<file path="src/rtl/bp_train_tracker.sv">
// In-order tracker of issued branch predictions. It pairs each resolution with the oldest
// outstanding prediction and drives a one-cycle training pulse back to the gshare predictor.
module bp_train_tracker #(
  parameter int PC_W   = 7,
  parameter int HIST_W = 7,
  parameter int DEPTH  = 8
) (
  input  logic                     clk,
  input  logic                     areset_n,
  input  logic                     pred_valid,
  output logic                     pred_ready,
  input  logic [PC_W-1:0]          pred_pc,
  input  logic [HIST_W-1:0]        pred_history,
  input  logic                     pred_taken,
  input  logic                     resolve_valid,
  input  logic                     resolve_taken,
  input  logic                     flush,
  output logic                     train_valid,
  output logic                     train_taken,
  output logic                     train_mispredicted,
  output logic [PC_W-1:0]          train_pc,
  output logic [HIST_W-1:0]        train_history,
  output logic [$clog2(DEPTH):0]   count,
  output logic                     resolve_err
);

  localparam int PTR_W = $clog2(DEPTH);
  localparam logic [PTR_W:0] FULL_CNT = (PTR_W+1)'(DEPTH);
  localparam logic [PTR_W:0] PTR_ONE  = (PTR_W+1)'(1);

  // Pointers carry one extra wrap bit so a full queue and an empty queue differ.
  logic [PTR_W:0]      r_head;
  logic [PTR_W:0]      r_tail;
  logic [PC_W-1:0]     r_pc_mem    [DEPTH];
  logic [HIST_W-1:0]   r_hist_mem  [DEPTH];
  logic                r_taken_mem [DEPTH];

  logic                r_train_valid;
  logic                r_train_taken;
  logic                r_train_mis;
  logic [PC_W-1:0]     r_train_pc;
  logic [HIST_W-1:0]   r_train_hist;
  logic                r_resolve_err;

  logic [PTR_W:0]      w_count;
  logic [PTR_W-1:0]    w_head_idx;
  logic [PTR_W-1:0]    w_tail_idx;
  logic                w_empty;
  logic                w_enq;
  logic                w_res;
  logic                w_mis;
  logic                w_enq_keep;

  assign w_count    = r_tail - r_head;
  assign w_head_idx = r_head[PTR_W-1:0];
  assign w_tail_idx = r_tail[PTR_W-1:0];
  assign w_empty    = (w_count == '0);
  assign pred_ready = (w_count != FULL_CNT);
  assign w_enq      = pred_valid & pred_ready;
  assign w_res      = resolve_valid & ~w_empty;
  assign w_mis      = r_taken_mem[w_head_idx] ^ resolve_taken;
  // A mispredicting resolve makes any same-cycle prediction wrong-path, so it is not kept.
  assign w_enq_keep = w_enq & ~flush & ~(w_res & w_mis);

  // NOTE: entry storage has no reset; head/tail decide what is valid, so stale data is never read.
  always_ff @(posedge clk) begin
    if (w_enq_keep) begin
      r_pc_mem[w_tail_idx]    <= pred_pc;
      r_hist_mem[w_tail_idx]  <= pred_history;
      r_taken_mem[w_tail_idx] <= pred_taken;
    end
  end

  // NOTE: all state below uses non-blocking assignments so every read sees pre-edge values.
  always_ff @(posedge clk or negedge areset_n) begin
    if (!areset_n) begin
      r_head        <= '0;
      r_tail        <= '0;
      r_train_valid <= 1'b0;
      r_train_taken <= 1'b0;
      r_train_mis   <= 1'b0;
      r_train_pc    <= '0;
      r_train_hist  <= '0;
      r_resolve_err <= 1'b0;
    end else begin
      r_train_valid <= 1'b0;
      r_resolve_err <= 1'b0;
      if (flush) begin
        r_head <= r_tail;
      end else begin
        r_resolve_err <= resolve_valid & w_empty;
        if (w_res) begin
          r_train_valid <= 1'b1;
          r_train_taken <= resolve_taken;
          r_train_mis   <= w_mis;
          r_train_pc    <= r_pc_mem[w_head_idx];
          r_train_hist  <= r_hist_mem[w_head_idx];
          r_head        <= w_mis ? r_tail : r_head + PTR_ONE;
        end
        if (w_enq_keep) begin
          r_tail <= r_tail + PTR_ONE;
        end
      end
    end
  end

  assign train_valid        = r_train_valid;
  assign train_taken        = r_train_taken;
  assign train_mispredicted = r_train_mis;
  assign train_pc           = r_train_pc;
  assign train_history      = r_train_hist;
  assign count              = w_count;
  assign resolve_err        = r_resolve_err;

endmodule

</file>
<file path="config.mk">
export PLATFORM = sky130hd
export DESIGN_NAME = bp_train_tracker
export DESIGN_NICKNAME = d
export VERILOG_FILES = /design/src/rtl/bp_train_tracker.sv
export SDC_FILE = /design/constraint.sdc
export NUM_CORES = 1
export LEC_CHECK = 0
export ABC_AREA = 1
export BUFFER_PORTS_ARGS = -buffer_cell sky130_fd_sc_hd__buf_2
export CORE_MARGIN = 8
export CORE_UTILIZATION = 40
export CTS_BUF_LIST = sky130_fd_sc_hd__clkbuf_8
export CTS_CLUSTER_DIAMETER = 100
export DETAILED_ROUTE_END_ITERATION = 10
export PLACE_DENSITY = 0.68
export SYNTH_ARGS = -nofsm -noshare
export SYNTH_HDL_FRONTEND = slang
export SYNTH_SLANG_ARGS = --single-unit
</file>
<file path="constraint.sdc">
create_clock -name clk -period 8.4 [get_ports clk]
set_clock_uncertainty 0.05 [all_clocks]
set_input_delay 1.26 -clock clk [delete_from_list [all_inputs] [get_ports clk]]
set_output_delay 1.26 -clock clk [all_outputs]
set_load 0.01 [all_outputs]
</file>
==> impl_metrics.csv <==
group,metric,value,unit
synthesis,synth_xor_area_share,1.01,%
placed_design,globalplace.congestion,0.803,
clock_tree,post_cts_buffers,0,
synthesis,synth_most_common_cell,"edfxtp_1",
synthesis,synth_enable_flop_cells,120,
placed_design,io_buffers,43,
setup_path,r2r_start,"r_head[1]",
final_layout,fin_util,45.8,%
pwr,peakVddDrop,0.000125,V
pwr,switching_share,36.8,%
final_layout,fin_cells,778,
die,dieArea,19400,sq um
status,status,"finished, final reports clean",
sta,fin_setup_tns,0,ns
clock_tree,clock_latency,0.44,ns
synthesis,synthTopCellsByCount,"edfxtp_1, nand2_1, nand3_1, nor2_1, o21ai_0",
detailed_routing,wl_per_cell,16.9,um
synthesis,synthCells,530,
die,die_w,139,um
setup_path,cpMaxStageDelayCell,"dfrtp_1",
detailed_routing,drt_pass1_iterations,6,
sta,hold_violations,0,
detailed_routing,drtIter0Drc,454,
global_route,grt_max_degree,65,
clock_tree,tritoncts,"built",
setup_path,worstPathRequired,7.09,ns
setup_path,cp-start-kind,"flop",
clock_tree,cts_sinks,146,
die,die_h,139,um
die,coreArea,15000,sq um
synthesis,synthFlopType,"edfxtp_1",
sta,relSlewSlack,41.8,%
clock_tree,path_clk_slew,0.08,ns
setup_path,worst_setup_path_end_kind,"primary output",
synthesis,synth_area,6080,sq um
synthesis,synth_area_leaders,"edfxtp_1, dfrtp_1, nand2_1",
synthesis,syn-mean-instance-area,11.5,sq um
clock_tree,cts_buffers,17,
synthesis,yosys_warnings,0,
global_route,grt_overflow,0,
final_layout,fin_nets,604,
placed_design,post-dp-hpwl,8320,um
setup_path,cp_max_fo,22,
sta,tightest_slew,0.872,ns
global_route,grt_pass1_vias,3931,
synthesis,synth-simple-area-share,19.0,%
synthesis,synth_seq_cells,146,
global_route,grt_pass1_wl,20900,um
hold_path,min_path_type,"reg2reg",
synthesis,synth.area.mux_share,0,%
die,initial_utilization,40.4,%
sta,final.min_clock_period,4.23,ns
detailed_routing,via_count,4023,
setup_path,crit_arrival,2.92,ns
pwr,powerDensity,343,nW/um^2
synthesis,yosysTopAreaCell,"edfxtp_1",
flow_run,drv_cap,0,
clock_tree,htree_levels,4,
synthesis,synth-compound-area-share,4.61,%
setup_path,path_cells,"inv_2 -> fa_1 -> or2_0 -> nor2_1 -> nand2_1 -> buf_2",
die,ios,44,
synthesis,synthesis.nets,557,
clock_tree,clockBufferDepth,2,
pwr,p_sw,868,uW
detailed_routing,drcViolationCount,0,
setup_path,crit_path_start,"r_head[1]",
sta,fmax,237,MHz
clock_tree,root_buffer,"clkbuf_8",
synthesis,synth.distinct_cells,26,
setup_path,worstSetupPathType,"reg2out",
sta,slew_viol_final,0,
sta,whs,0.431,ns
pwr,p_seq_share,40.5,%
synthesis,synth_top_family_by_area,"simple AND/OR/NAND/NOR gates",
pwr,combPwrFrac,34.3,%
clock_tree,postCtsHoldBufs,0,
synthesis,yosysTopAreaCellShare,59.3,%
die,core.rowCount,45,
final_layout,area_growth,13.2,%
detailed_routing,drtAntennaViolNets,0,
pwr,p_leak,0.00270,uW
sta,min_period_over_period,50.3,%
pwr,p_int,1490,uW
synthesis,async_reset_ff_share,17.8,%
detailed_routing,wl,13100,um
synthesis,synth-adder-area-share,1.36,%
global_route,grt_use_total,13.8,%
placed_design,place_inst,746,
synthesis,ys_seq_area_share,70.0,%
hold_path,hp-start,"train_pc[5]",
final_layout,drive_gt1_share,17.3,%
sta,setup_violations,0,
clock_tree,cts_resized,0,
pwr,pwr-share-clk,25.2,%
pwr,finalPower,2360,uW
global_route,antenna_found_initial,0,
sta,grt_setup_unrepaired,"no",
final_layout,diodes,0,
detailed_routing,viasPerCell,5.17,
setup_path,max_stage_delay,0.92,ns
state kept, by name, indices dropped and copies added (netlist names):
| name | flops |
|---|---|
| r_hist_mem | 56 |
| r_pc_mem | 56 |
| r_taken_mem | 8 |
| train_history | 7 |
| train_pc | 7 |
| r_head | 4 |
| r_tail | 4 |
| resolve_err | 1 |
| train_mispredicted | 1 |
| train_taken | 1 |
| train_valid | 1 |
layout make-up:
cell class | count | area (sq um)
inverter | 25 | 96.3
multi-input combinational | 335 | 1580
sequential | 146 | 4260
fill | 1353 | 8150
clock inverter | 15 | 199
clock buffer | 17 | 234
tap | 188 | 235
timing repair buffer | 52 | 283
power by group through the flow:
stage | registers [uW] | clock network, uW | logic, uW
5_1_grt | 968 | 636 | 904
6_report | 956 | 594 | 809
4_1_cts | 956 | 605 | 813
3_3_place_gp | 966 | 0 | 794
2_1_floorplan | 965 | 0 | 568
3_5_place_dp | 971 | 0 | 808
kinds of logic after synthesis:
group                      Yosys count
xor gates and xnor gates             7
adders and majority gates            6
DFF                                146
buffers and inverters               49
and+or+nand+nor                    274
AOI/OAI and AO/OA                   48
critical path: cells and delay by family (launching register included):
kind          cells  cell delay, ns
buf+inv           2            0.52
flops             1            0.92
simple gates      3            0.46
fa+ha+maj         1            0.57
worst paths after layout:
path                       slack, ns          endpoint  cells after the start
hold / removal                  0.43       train_pc[5]                      2
hold reg to reg                 0.43       train_pc[5]                      2
min in group asynchronous       0.77         r_tail[1]                      1
setup reg to reg                4.32  r_hist_mem[7][1]                     11
max in group asynchronous       7.11         r_head[0]                      1
setup / recovery                4.17        pred_ready                      6
cells in the final DEF, fill, tap and decap left out, types with 2 or more instances in the layout:
cell type  instances
clkinv_1           4
o22ai_1            2
nand3_2            2
xor2_1             4
ha_1               5
o21ai_0           30
xnor2_1            3
nand3_1           77
buf_2             43
bufinv_16          5
nand2_1          119
inv_1             22
nor2_2             2
dfrtp_1           25
nor2_1            69
nand2_2            4
clkinv_2           2
o21ai_1            5
inv_2              4
o21ai_2           10
buf_4              9
clkbuf_8          17
edfxtp_1         120
per-layer routing:
layer | wire length (um) | global-route usage, % | vias up
li1 | - | - | 1908
met1 | 5920 | 17.7 | 1941
met4 | 243 | 6.82 | 0
met3 | 825 | 3.69 | 21
met5 | 0 | 0 | -
met2 | 6130 | 21.4 | 153
through the flow:
step           cell area, sq um  worst slack, ns
6_report                   6880             4.17
5_1_grt                    6880             3.97
4_1_cts                    6880             4.15
3_5_place_dp               6450             4.39
3_3_place_gp               6450             4.47
2_1_floorplan              6080             5.12
No activity file was read; power rests on OpenSTA's default activity.
